==> src/rtl/boot_loader_ctrl_pkg.sv <==
// Shared definitions for the boot loader: command opcodes, FSM states, defaults.
package boot_loader_ctrl_pkg;

    localparam int unsigned MaxWordsDefault = 256;

    // Command opcodes carried in bits [7:0] of a command word
    localparam logic [7:0] OpLoadImem = 8'h01;
    localparam logic [7:0] OpLoadDmem = 8'h02;
    localparam logic [7:0] OpRun      = 8'h03;
    localparam logic [7:0] OpHalt     = 8'h04;

    // Byte counter value at which the fourth byte of a word arrives
    localparam logic [1:0] ByteCntLast = 2'd3;

    typedef enum logic [2:0] {
        StIdle  = 3'd0,
        StLoadI = 3'd1,
        StLoadD = 3'd2,
        StRun   = 3'd3,
        StError = 3'd4
    } loader_state_e;

    function automatic logic is_load(input logic [7:0] op);
        return (op == OpLoadImem) || (op == OpLoadDmem);
    endfunction

endpackage

==> src/rtl/boot_loader_ctrl_packer.sv <==
// Assembles accepted bytes (little-endian) into 32-bit words; pulses word_valid_o
// for one cycle after the edge that accepts the fourth byte.
module boot_loader_ctrl_packer
    import boot_loader_ctrl_pkg::*;
(
    input  logic        clk,
    input  logic        rst,
    input  logic [7:0]  byte_i,
    input  logic        byte_valid_i,
    output logic [31:0] word_o,
    output logic        word_valid_o
);

    logic [1:0]  cnt_q, cnt_d;
    logic [23:0] shift_q, shift_d;
    logic [31:0] word_q, word_d;
    logic        word_valid_q, word_valid_d;

    // Next-state: shift in bytes, emit the word when the fourth byte lands
    always_comb begin
        cnt_d        = cnt_q;
        shift_d      = shift_q;
        word_d       = word_q;
        word_valid_d = 1'b0;
        if (byte_valid_i) begin
            cnt_d = cnt_q + 2'd1;
            if (cnt_q == ByteCntLast) begin
                word_d       = {byte_i, shift_q};
                word_valid_d = 1'b1;
            end else begin
                // Newest byte enters at the top so the first byte ends up in [7:0]
                shift_d = {byte_i, shift_q[23:8]};
            end
        end
    end

    // State register; reset discards any partial word
    always_ff @(posedge clk) begin
        if (rst) begin
            cnt_q        <= 2'd0;
            shift_q      <= 24'd0;
            word_q       <= 32'd0;
            word_valid_q <= 1'b0;
        end else begin
            cnt_q        <= cnt_d;
            shift_q      <= shift_d;
            word_q       <= word_d;
            word_valid_q <= word_valid_d;
        end
    end

    assign word_o       = word_q;
    assign word_valid_o = word_valid_q;

endmodule

==> src/rtl/boot_loader_ctrl.sv <==
// Boot loader controller: decodes command words from a byte stream, writes
// payload words into instruction or data BRAM, then releases the core.
module boot_loader_ctrl
    import boot_loader_ctrl_pkg::*;
#(
    parameter int unsigned ADDR_WIDTH = 10,
    parameter int unsigned DATA_WIDTH = 32,
    parameter int unsigned MAX_WORDS  = MaxWordsDefault
) (
    input  logic                  clk,
    input  logic                  rst,
    input  logic [7:0]            rx_data,
    input  logic                  rx_valid,
    output logic                  rx_ready,
    output logic [ADDR_WIDTH-1:0] i_w_addr,
    output logic [DATA_WIDTH-1:0] i_w_dat,
    output logic                  i_w_enb,
    output logic [ADDR_WIDTH-1:0] d_w_addr,
    output logic [DATA_WIDTH-1:0] d_w_dat,
    output logic                  d_w_enb,
    output logic                  d_bram_init_done,
    output logic                  pc_stall,
    output logic                  i_r_enb,
    output logic                  rd_enbl,
    output logic                  busy,
    output logic                  err
);

    localparam logic [15:0] MaxN = 16'(MAX_WORDS);

    loader_state_e state_q, state_d;
    logic [15:0]   idx_q, idx_d;
    logic [15:0]   rem_q, rem_d;

    logic                  rx_ready_q, rx_ready_d;
    logic                  run_q, run_d;
    logic                  busy_q, busy_d;
    logic                  err_q, err_d;
    logic [ADDR_WIDTH-1:0] i_w_addr_q, i_w_addr_d;
    logic [DATA_WIDTH-1:0] i_w_dat_q, i_w_dat_d;
    logic                  i_w_enb_q, i_w_enb_d;
    logic [ADDR_WIDTH-1:0] d_w_addr_q, d_w_addr_d;
    logic [DATA_WIDTH-1:0] d_w_dat_q, d_w_dat_d;
    logic                  d_w_enb_q, d_w_enb_d;

    logic [31:0] word;
    logic        word_valid;
    logic [7:0]  opcode;
    logic [15:0] word_n;

    assign opcode = word[7:0];
    assign word_n = word[31:16];

    boot_loader_ctrl_packer u_packer (
        .clk          (clk),
        .rst          (rst),
        .byte_i       (rx_data),
        .byte_valid_i (rx_valid & rx_ready_q),
        .word_o       (word),
        .word_valid_o (word_valid)
    );

    // Next-state and registered-output decode for the command FSM
    always_comb begin
        state_d    = state_q;
        idx_d      = idx_q;
        rem_d      = rem_q;
        i_w_addr_d = i_w_addr_q;
        i_w_dat_d  = i_w_dat_q;
        i_w_enb_d  = 1'b0;
        d_w_addr_d = d_w_addr_q;
        d_w_dat_d  = d_w_dat_q;
        d_w_enb_d  = 1'b0;

        unique case (state_q)
            StIdle: begin
                if (word_valid) begin
                    if (is_load(opcode)) begin
                        if (word_n > MaxN) begin
                            state_d = StError;
                        end else if (word_n != 16'd0) begin
                            state_d = (opcode == OpLoadImem) ? StLoadI : StLoadD;
                            idx_d   = 16'd0;
                            rem_d   = word_n;
                        end
                    end else if (opcode == OpRun) begin
                        state_d = StRun;
                    end else if (opcode != OpHalt) begin
                        state_d = StError;
                    end
                end
            end
            StLoadI, StLoadD: begin
                if (word_valid) begin
                    if (state_q == StLoadI) begin
                        i_w_enb_d  = 1'b1;
                        i_w_addr_d = ADDR_WIDTH'({idx_q, 2'b00});
                        i_w_dat_d  = DATA_WIDTH'(word);
                    end else begin
                        d_w_enb_d  = 1'b1;
                        d_w_addr_d = ADDR_WIDTH'({idx_q, 2'b00});
                        d_w_dat_d  = DATA_WIDTH'(word);
                    end
                    idx_d = idx_q + 16'd1;
                    rem_d = rem_q - 16'd1;
                    if (rem_q == 16'd1) begin
                        state_d = StIdle;
                    end
                end
            end
            StRun: begin
                if (word_valid && (opcode == OpHalt)) begin
                    state_d = StIdle;
                end
            end
            StError: begin
                state_d = StError;
            end
            default: begin
                state_d = StError;
            end
        endcase

        // Status outputs follow the state being entered so they change with it
        rx_ready_d = (state_d != StError);
        run_d      = (state_d == StRun);
        busy_d     = (state_d == StLoadI) || (state_d == StLoadD);
        err_d      = (state_d == StError);
    end

    // State and output registers; BRAM contents are never touched by reset
    always_ff @(posedge clk) begin
        if (rst) begin
            state_q    <= StIdle;
            idx_q      <= 16'd0;
            rem_q      <= 16'd0;
            rx_ready_q <= 1'b0;
            run_q      <= 1'b0;
            busy_q     <= 1'b0;
            err_q      <= 1'b0;
            i_w_addr_q <= '0;
            i_w_dat_q  <= '0;
            i_w_enb_q  <= 1'b0;
            d_w_addr_q <= '0;
            d_w_dat_q  <= '0;
            d_w_enb_q  <= 1'b0;
        end else begin
            state_q    <= state_d;
            idx_q      <= idx_d;
            rem_q      <= rem_d;
            rx_ready_q <= rx_ready_d;
            run_q      <= run_d;
            busy_q     <= busy_d;
            err_q      <= err_d;
            i_w_addr_q <= i_w_addr_d;
            i_w_dat_q  <= i_w_dat_d;
            i_w_enb_q  <= i_w_enb_d;
            d_w_addr_q <= d_w_addr_d;
            d_w_dat_q  <= d_w_dat_d;
            d_w_enb_q  <= d_w_enb_d;
        end
    end

    assign rx_ready         = rx_ready_q;
    assign i_w_addr         = i_w_addr_q;
    assign i_w_dat          = i_w_dat_q;
    assign i_w_enb          = i_w_enb_q;
    assign d_w_addr         = d_w_addr_q;
    assign d_w_dat          = d_w_dat_q;
    assign d_w_enb          = d_w_enb_q;
    assign d_bram_init_done = run_q;
    assign pc_stall         = ~run_q;
    assign i_r_enb          = run_q;
    assign rd_enbl          = run_q;
    assign busy             = busy_q;
    assign err              = err_q;

endmodule

==> config.mk <==
export PLATFORM = sky130hd
export DESIGN_NAME = boot_loader_ctrl
export DESIGN_NICKNAME = d
export VERILOG_FILES = /design/src/rtl/boot_loader_ctrl_pkg.sv /design/src/rtl/boot_loader_ctrl_packer.sv /design/src/rtl/boot_loader_ctrl.sv
export SDC_FILE = /design/constraint.sdc
export NUM_CORES = 1
export LEC_CHECK = 0
export ABC_CLOCK_PERIOD_IN_PS = 3800
export CAP_MARGIN = 20
export CORE_MARGIN = 2
export CORE_UTILIZATION = 58
export CTS_BUF_LIST = sky130_fd_sc_hd__clkbuf_16
export DETAILED_ROUTE_END_ITERATION = 10
export GPL_ROUTABILITY_DRIVEN = 0
export GPL_TIMING_DRIVEN = 1
export MAX_ROUTING_LAYER = met4
export PLACE_DENSITY_LB_ADDON = 0.3
export SLEW_MARGIN = 5
export SYNTH_ARGS = -nofsm -noshare
export SYNTH_HDL_FRONTEND = slang
export SYNTH_SLANG_ARGS = --single-unit
==> constraint.sdc <==
create_clock -name clk -period 3.8 [get_ports clk]
set_input_delay 0.95 -clock clk [delete_from_list [all_inputs] [get_ports clk]]
set_output_delay 0.95 -clock clk [all_outputs]
set_load 0.1 [all_outputs]
==> key figures <==
CTS
  • CTS root buffer: clkbuf_16
  • Clock-pin slew on the worst setup and hold paths: approximately 0.06 ns
  • Post-CTS setup buffers: 0
  • CTS tree: built
  • Worst-Skew Late Latency: approximately 0.42 ns
  • Max H-tree Level: 4
  • Hold bufs inserted after CTS: 0
  • CTS max path bufs: 2
  • Post-CTS sizing: 0
  • Total CTS buffers: 17
  • CTS sink count: 172

Logic synthesis
  • Register area share after synthesis: 50.1%
  • Synth cell count leaders: nand2_1, a21oi_1, dfxtp_1, clkbuf_1, nor2_1
  • Area share of the largest cell type after synthesis: 50.1%
  • #FFs+latches synth: 172
  • Count leader, synth: nand2_1
  • Ys Warns: 0
  • Most area-hungry cell type in the Yosys netlist: dfxtp_1
  • Prevailing post-synth register cell: dfxtp_1
  • EDFF count, synth: 0
  • Top post-synthesis cells by area: dfxtp_1, nand2_1, a21oi_1
  • Ys async rst share: 0%
  • Cells after synthesis: 887
  • Syn Area/Cell: 7.74 µm²
  • Number of distinct library cells after synthesis: 51
  • Synth Cell Area: 6870 µm²

Critical path
  • Data arrival, critical path: 1.94 ns
  • CP startpoint: d_w_dat[17]$_SDFFE_PP0P_
  • Critical Path Slowest Stage Cell: clkdlybuf4s50_1
  • Crit-path cells: clkdlybuf4s50_1
  • Worst Path Required: 2.85 ns
  • CP Launch Type: flip-flop
  • Buffers and inverters on the worst path: 1
  • Worst Setup End Kind: output pin
  • Cell family with most CP delay: buffers and inverters
  • Critical path class: reg2out
  • Slowest cell delay on critical path: about 1.2 ns
  • Worst R2R Start: u_packer.word_o[20]$_SDFFE_PP0P_
  • CP Max Fanout: 2

Timing
  • Tightest slew margin relative to the limit: 29.8%
  • Layout Skew: 0.0104 ns
  • Worst Slack Setup Final: 0.910 ns
  • Final min period: 2.89 ns
  • Worst-Margin Slew: 1.05 ns
  • Fin crit share: 76.0%
  • Max Clk Rate: 346 MHz
  • Final Slew Violations: 0
  • Final Hold Fails: 0
  • RSZ-0062 raised after global routing: false
  • Setup Viol. Count Final: 0
  • Setup TNS: 0 ns

Global route
  • First-pass GRT wire length: 29.9 mm
  • Largest net degree at the start of global routing: slightly below 80
  • Global route total overflow: 0
  • Initial antenna violation count: 0
  • GRT Overall Usage: 30.5%
  • Vias in the first global route: 5922

Drt
  • Wirelength per Cell: about 17 µm
  • Drt via density: 5.74
  • DRC violations left: 0
  • Antenna-violating nets left: 0
  • Post-Route WL: 18.3 mm
  • DR iter-0 viols: 563
  • Vias: 6344
  • First drt pass iteration count: 5

Floorplanning
  • Core region area: 11500 µm²
  • Rows: 39
  • Die footprint: 12700 µm²
  • I/O Pins: 104
  • Die W: 113 µm
  • Chip Height: 113 µm
  • Starting density of the core: 59.9%

Run status
  • Status: finished clean

Pwr
  • Worst VDD drop: 0.442 mV
  • PD cells: 423 nW/µm²
  • Static leakage power: 2.80 nW

Job
  • Max_cap viols: 0

Placed design
  • Post-DP HPWL: 12.0 mm
  • Setup Slack @ Placement: 1.32 ns
  • Cells after DPL: 1075
  • Port Buffer Count: 99

Final layout
  • Final #Nets: approximately 970
  • Cell Count, Final, Fillers Out: 1106
  • Layout cell share with drive strength beyond 1: around 5.9%
  • Storage cell area: 3440 µm²
  • Layout area overhead: 22.3%
  • Final Core Density: 73.3%
  • # diodes: 0
  • Fill cells: 867
  • Multi-input logic area: 3130 µm²

Worst hold path
  • Hold_sp: d_w_dat[24]$_SDFFE_PP0P_
  • HP Class: reg2reg
cells by family (layout without fill, tap and decap cells):
logic type,after synthesis,count (layout),synth area share [%]
other cells,1,4,0.0546
xor+xnor,3,3,0.383
compound gates,220,220,18.0
fa+ha+maj,4,4,0.729
flops,172,172,50.1
simple gates,415,415,26.1
buf+inv,72,145,4.59
state kept, by name, indices dropped and copies added (netlist names), 2 cells and up:
register,count
d_w_addr,8
d_w_dat,32
i_w_addr,8
i_w_dat,32
idx_q,8
rem_q,16
state_q,3
u_packer.cnt_q,2
u_packer.shift_q,24
u_packer.word_o,32
final cells by class:
type / count / area share, %
inverters: 5 / 0.223
repair buffers: 109 / 12.8
flip-flops and latches: 172 / 41.0
clock inverters: 14 / 1.55
well taps: 143 / 2.13
multi-input cells: 646 / 37.2
clock buffers: 17 / 5.06
layer usage:
layer	share of wire, %	wire length (µm)	global-route usage, %
met3	6.5	1180	6.53
met2	51	9270	51.1
met5	0	0	-
met1	40	7380	36.2
met4	2.7	503	11.2
through the flow:
| step | hold slack (ns) | cell area (µm²) | total power [mW] |
|---|---|---|---|
| 6_report | 0.452 | 8400 | 3.55 |
| 5_1_grt | 0.474 | 8400 | 3.65 |
| 4_1_cts | 0.452 | 8400 | 3.57 |
| 3_5_place_dp | 0.443 | 7850 | 1.95 |
| 3_3_place_gp | 0.438 | 7850 | 1.95 |
| 2_1_floorplan | 0.432 | 6880 | 1.92 |
worst paths after layout:
check / end / slack (ns) / cells past startpoint
max: d_w_dat[17] / 0.91 / 1
min: d_w_dat[24]$_SDFFE_PP0P_ / 0.45 / 2
max reg2reg: rem_q[8]$_SDFFE_PP0P_ / 1.29 / 7
min reg2reg: d_w_dat[24]$_SDFFE_PP0P_ / 0.45 / 2
cells in the final DEF, fill, tap and decap left out, types with 3 or more instances in the layout:
| cell | n |
|---|---|
| clkinvlp_4 | 3 |
| a21oi_1 | 172 |
| a31oi_1 | 6 |
| clkinv_2 | 3 |
| or4_4 | 3 |
| nand3_1 | 10 |
| o41ai_1 | 3 |
| nand2_1 | 300 |
| or3_1 | 4 |
| a22o_1 | 4 |
| and3_1 | 4 |
| or4_1 | 3 |
| nor2b_1 | 7 |
| dfxtp_1 | 172 |
| buf_4 | 10 |
| clkbuf_16 | 17 |
| ha_1 | 4 |
| nor2_1 | 37 |
| clkdlybuf4s50_1 | 98 |
| nor3_1 | 16 |
| nand4_1 | 3 |
| o32ai_2 | 4 |
| o21ai_1 | 5 |
| o21ai_0 | 11 |
| inv_1 | 7 |
| conb_1 | 4 |
| nand2b_1 | 9 |
| nor4_1 | 4 |
report_power, final:
part           internal, mW  switching [mW]
clock network         0.952           0.689
registers              1.81         0.00720
logic                0.0211          0.0698
total                  2.78           0.766
No activity file was read; power rests on OpenSTA's default activity.
